**src/rtl/divide_unit.sv**
```systemverilog
// Multi-cycle radix-2 restoring divider for DIV/DIVU/REM/REMU and their W forms.
// Fixed latency: Done arrives N+2 cycles after the accepting cycle, for any operands.
module divide_unit (
  input  logic        clk,
  input  logic        reset,
  input  logic        Start,
  input  logic [63:0] A,
  input  logic [63:0] B,
  input  logic        Signed,
  input  logic        Rem,
  input  logic        ExtWord,
  output logic [63:0] Y,
  output logic        Busy,
  output logic        Done
);

  typedef enum logic [1:0] {IDLE, CALC, FIX, DONE} state_t;

  state_t      state_q;
  logic [63:0] dvd_q, dvs_q, rem_q, quo_q, y_q;
  logic [5:0]  cnt_q;
  logic        qneg_q, rneg_q, rsel_q, word_q, busy_q, done_q;

  // Operand conditioning at Start: signs, magnitudes, divisor-zero detect.
  logic        sa, sb, bz;
  logic [63:0] a_ld, b_ld, a_neg, b_neg, a_mag, b_mag, dvd_d;

  always_comb begin
    a_ld  = ExtWord ? {32'd0, A[31:0]} : A;
    b_ld  = ExtWord ? {32'd0, B[31:0]} : B;
    sa    = Signed & (ExtWord ? A[31] : A[63]);
    sb    = Signed & (ExtWord ? B[31] : B[63]);
    bz    = (b_ld == 64'd0);
    a_neg = 64'd0 - a_ld;
    b_neg = 64'd0 - b_ld;
    a_mag = sa ? (ExtWord ? {32'd0, a_neg[31:0]} : a_neg) : a_ld;
    b_mag = sb ? (ExtWord ? {32'd0, b_neg[31:0]} : b_neg) : b_ld;
    // W dividends are left-justified so the step always consumes bit 63.
    dvd_d = ExtWord ? {a_mag[31:0], 32'd0} : a_mag;
  end

  // One restoring step. rem_q < divisor holds, so the partial remainder
  // after a successful subtract always fits back into 64 bits.
  logic [64:0] trial;
  logic [63:0] diff, rem_d, quo_d;
  logic        ge;

  always_comb begin
    trial = {rem_q, dvd_q[63]};
    ge    = (trial >= {1'b0, dvs_q});
    diff  = trial[63:0] - dvs_q;
    rem_d = ge ? diff : trial[63:0];
    quo_d = {quo_q[62:0], ge};
  end

  // Sign fix-up, result select and W sign-extension.
  logic [63:0] qf, rf, res, y_d;

  always_comb begin
    qf  = qneg_q ? (64'd0 - quo_q) : quo_q;
    rf  = rneg_q ? (64'd0 - rem_q) : rem_q;
    res = rsel_q ? rf : qf;
    y_d = word_q ? {{32{res[31]}}, res[31:0]} : res;
  end

  logic [5:0] last;
  assign last = word_q ? 6'd31 : 6'd63;

  always_ff @(posedge clk) begin
    if (reset) begin
      state_q <= IDLE;
      dvd_q   <= '0;
      dvs_q   <= '0;
      rem_q   <= '0;
      quo_q   <= '0;
      y_q     <= '0;
      cnt_q   <= '0;
      qneg_q  <= 1'b0;
      rneg_q  <= 1'b0;
      rsel_q  <= 1'b0;
      word_q  <= 1'b0;
      busy_q  <= 1'b0;
      done_q  <= 1'b0;
    end else begin
      case (state_q)
        IDLE: begin
          done_q <= 1'b0;
          if (Start) begin
            dvd_q   <= dvd_d;
            dvs_q   <= b_mag;
            rem_q   <= '0;
            quo_q   <= '0;
            cnt_q   <= '0;
            // Divide-by-zero keeps the all-ones quotient un-negated.
            qneg_q  <= (sa ^ sb) & ~bz;
            rneg_q  <= sa;
            rsel_q  <= Rem;
            word_q  <= ExtWord;
            busy_q  <= 1'b1;
            state_q <= CALC;
          end
        end
        CALC: begin
          dvd_q <= {dvd_q[62:0], 1'b0};
          rem_q <= rem_d;
          quo_q <= quo_d;
          cnt_q <= cnt_q + 6'd1;
          if (cnt_q == last) state_q <= FIX;
        end
        FIX: begin
          y_q     <= y_d;
          done_q  <= 1'b1;
          state_q <= DONE;
        end
        DONE: begin
          done_q  <= 1'b0;
          busy_q  <= 1'b0;
          state_q <= IDLE;
        end
        default: state_q <= IDLE;
      endcase
    end
  end

  assign Y    = y_q;
  assign Busy = busy_q;
  assign Done = done_q;

endmodule

```
**config.mk**
```make
export PLATFORM = sky130hd
export DESIGN_NAME = divide_unit
export DESIGN_NICKNAME = d
export VERILOG_FILES = /design/src/rtl/divide_unit.sv
export SDC_FILE = /design/constraint.sdc
export NUM_CORES = 1
export LEC_CHECK = 0
export CORE_ASPECT_RATIO = 0.7
export CORE_MARGIN = 1
export CORE_UTILIZATION = 45
export DETAILED_ROUTE_END_ITERATION = 12
export PLACE_DENSITY_LB_ADDON = 0.05
export SYNTH_ARGS = -nofsm -noshare
export SYNTH_HDL_FRONTEND = slang
export SYNTH_SLANG_ARGS = --single-unit
```
**constraint.sdc**
```tcl
create_clock -name clk -period 3.8 [get_ports clk]
set_input_delay 0.38 -clock clk [delete_from_list [all_inputs] [get_ports clk]]
set_output_delay 0.38 -clock clk [all_outputs]
set_load 0.01 [all_outputs]
```
==> results.yml <==
setup_path:
  end_kind: "flip-flop"
  cp_max_fo: 3
  cp-start-kind: "flip-flop"
  crit_buf_inv: 2
  worstPathRequired_ns: 4.23
  crit_family: "compound AO/OA/AOI/OAI gates"
  cp_slowest_stage_delay_ns: 0.47
  crit_type: "flip-flop to flip-flop"
  path_cells: "ha_1 -> inv_1 -> fa_1 -> a21oi_2 -> o211ai_1 -> a2111o_1 -> nor4b_1 -> nor2_1 -> buf_4 -> o22ai_1 -> a221o_1 -> a311oi_2 -> xor2_1 -> o21ai_0"
  worstPathArrival_ns: 4.10
  cp_slowest_cell: "a2111o_1"
floorplanning:
  initial_core_util: 0.456
  num_rows: 69
  dieHeight_microns: 192
  dieArea_sq_um: 52400
  core_area_sq_um: 50800
  fp.dieW_microns: 273
  io_pins: 200
synthesis:
  ys_top_cells_by_area: "dfxtp_1 (29%), nor2_1 (6.1%), xnor2_1 (5.9%), xor2_1 (5.5%), o21ai_0 (5.0%)"
  synth_nets: 3333
  yosys_warnings: 0
  ys.flop_type: "dfxtp_1"
  synthesis.area_sq_um: 23200
  synth_area_leader_cell: "dfxtp_1"
  synth-seq-cells: 334
  synth-edff-count: 0
  synthTopCellsByCount: "nor2_1 (376), dfxtp_1 (334), nand2_1 (296)"
  syn_inst: 3124
  synth_top_area_frac: 0.289
  synth-async-reset-ratio: 0
  ys_types: 86
  syn_avg_cell_area_sq_um: 7.41
  yosysMostFrequentCell: "nor2_1"
  synth_seq_area_share: 0.289
timing:
  max_slew_margin: 0.237
  clock.fmax_ghz: 0.273
  fin_hold_ws_ns: 0.357
  setup_viol: 0
  tightest_slew_ns: 1.14
  hold_viol_final: 0
  fin_skew_ns: 0.0237
  post-route-period-util: 0.965
  layout_min_cycle_time_ns: 3.67
  fin_setup_tns_ns: 0
  slew_violations: 0
drt:
  drt-pass1-iter-count: 6
  wl_microns: 82200
  vias: 24000
  vias_per_cell: 5.94
  drtIter0Drc: 2287
  wl_per_cell_microns: 20.4
  drc: 0
  postRouteAntennaNets: 0
flow_run:
  drv_cap: 0
place:
  place_congestion: 0.964
  io_buffer_count: 199
  hpwl_microns: 63700
  placed_cell_area_sq_um: 26700
finish:
  utilization: 0.550
  fillCellCount: 4862
  fin_area_sq_um: 27900
  layout.nets: 3536
  drive_above_1_share: 0.0918
  syn2layout_area_growth_pct: 20.6
pwr:
  finalPower_mw: 24.8
  p_leak_nw: 10.9
  irDropWorstVdd_uv: 692
  powerDensity_nw_per_um2: 889
clock_tree:
  cts_max_level: 2
  cts_hold_buf: 0
  numCtsBuffers: 38
  cts_tree: "yes"
  numClockSinks: 334
  clockBufferDepth: 3
  insertion_delay_ns: 0.56
  clk_pin_slew_ns: 0.07
  cts_root_buffer: "clkbuf_16"
  post-cts-setup-buffer-count: 0
global_routing:
  grt_overflow_total: 0
  grt_use_total: 0.307
  grt_max_degree: 85
  grt_pass1_wl_microns: 127000
  antenna_found_initial: 5
  grt_pass1_vias: 21800
hold_path:
  hold_path.class: "input port to flip-flop"
outcome:
  status: "completed"
## per-stage QoR
step                      worst slack, ns  std cells
final                               0.132       4032
after floorplan                     0.573       3124
after detailed placement           -0.317       3961
after global placement             -0.331       3961
after global routing              -0.0381       4031
after CTS                          0.0670       4028
## worst reg2reg max path, cell delays in order, from the launching register on
cell      delay [ns]
dfxtp_1         0.41
ha_1            0.20
inv_1           0.06
fa_1            0.41
a21oi_2         0.20
o211ai_1        0.15
a2111o_1        0.47
nor4b_1         0.16
nor2_1          0.13
buf_4           0.16
o22ai_1         0.18
a221o_1         0.42
a311oi_2        0.32
xor2_1          0.18
o21ai_0         0.10
## cell type report
| cell class | count | area (sq um) | area share |
|---|---|---|---|
| timing repair buffer | 382 | 3520 | 0.126 |
| inverter | 101 | 379 | 0.0136 |
| clock inverter | 14 | 90.1 | 0.00323 |
| clock buffer | 53 | 1070 | 0.0382 |
| sequential | 334 | 6690 | 0.240 |
| multi-input combinational | 2470 | 15300 | 0.548 |
| antenna | 4 | 10.0 | 0.000359 |
| tap | 674 | 843 | 0.0302 |
## placed cells by master (no fill, tap or decap), drive strengths merged, types with 53 or more instances in the layout
cell / synthesis / routed
nand3: 184 / 184
buf: 39 / 185
clkdlybuf4s50: 0 / 197
o31ai: 76 / 76
nor2: 376 / 376
nor3: 83 / 83
dfxtp: 334 / 334
o21ai: 252 / 252
a211oi: 70 / 70
clkbuf: 180 / 53
a21oi: 197 / 197
inv: 101 / 102
a22oi: 76 / 76
ha: 74 / 74
xnor2: 157 / 157
nand2: 297 / 297
xor2: 145 / 145
## layer usage
metal | GRT usage | wire [microns] | share of wire | vias to the layer above
met5 | 0 | 0 | 0 | -
met4 | 0.0642 | 1360 | 0.016 | 0
met3 | 0.0481 | 6130 | 0.075 | 87
met2 | 0.458 | 34700 | 0.42 | 793
met1 | 0.460 | 40000 | 0.49 | 11500
li1 | - | - | - | 11600
## flip-flops by register name (all words and copies together) (netlist names)
name / count
qneg_q: 1
word_q: 1
rsel_q: 1
Busy: 1
quo_q: 64
state_q: 2
rem_q: 64
rneg_q: 1
dvd_q: 64
Y: 64
Done: 1
dvs_q: 64
cnt_q: 6
## kinds of logic after synthesis
logic type / synth area share
AO/OA/AOI/OAI: 0.248
XOR/XNOR: 0.114
adder cells (fa/ha/maj): 0.0409
buffers and inverters: 0.0541
flip-flops: 0.289
multiplexers: 0.0213
AND/OR/NAND/NOR: 0.233
## power by group
group | switching [mW] | internal (mW) | total, mW | leakage (nW)
Combinational | 10.0 | 6.44 | 16.5 | 7.60
Clock | 1.56 | 1.97 | 3.53 | 0.573
Sequential | 0.609 | 4.24 | 4.85 | 2.72
Total | 12.2 | 12.6 | 24.8 | 10.9
## path summary, 6_finish.rpt
kind,slack [ns],from,cells after the start,end
setup / recovery,0.13,dvs_q[0],14,rem_q[62]
hold / removal,0.36,reset,2,dvd_q[25]
setup reg to reg,0.13,dvs_q[0],14,rem_q[62]
hold reg to reg,0.45,dvs_q[63],2,dvs_q[63]
## what timing repair did
item / 4_1_cts / 5_1_grt
gates resized for setup: 0 / 7
setup endpoints to repair: 0 / 55
endpoints found under the hold margin: 0 / 0
No activity file was read; power rests on OpenSTA's default activity.
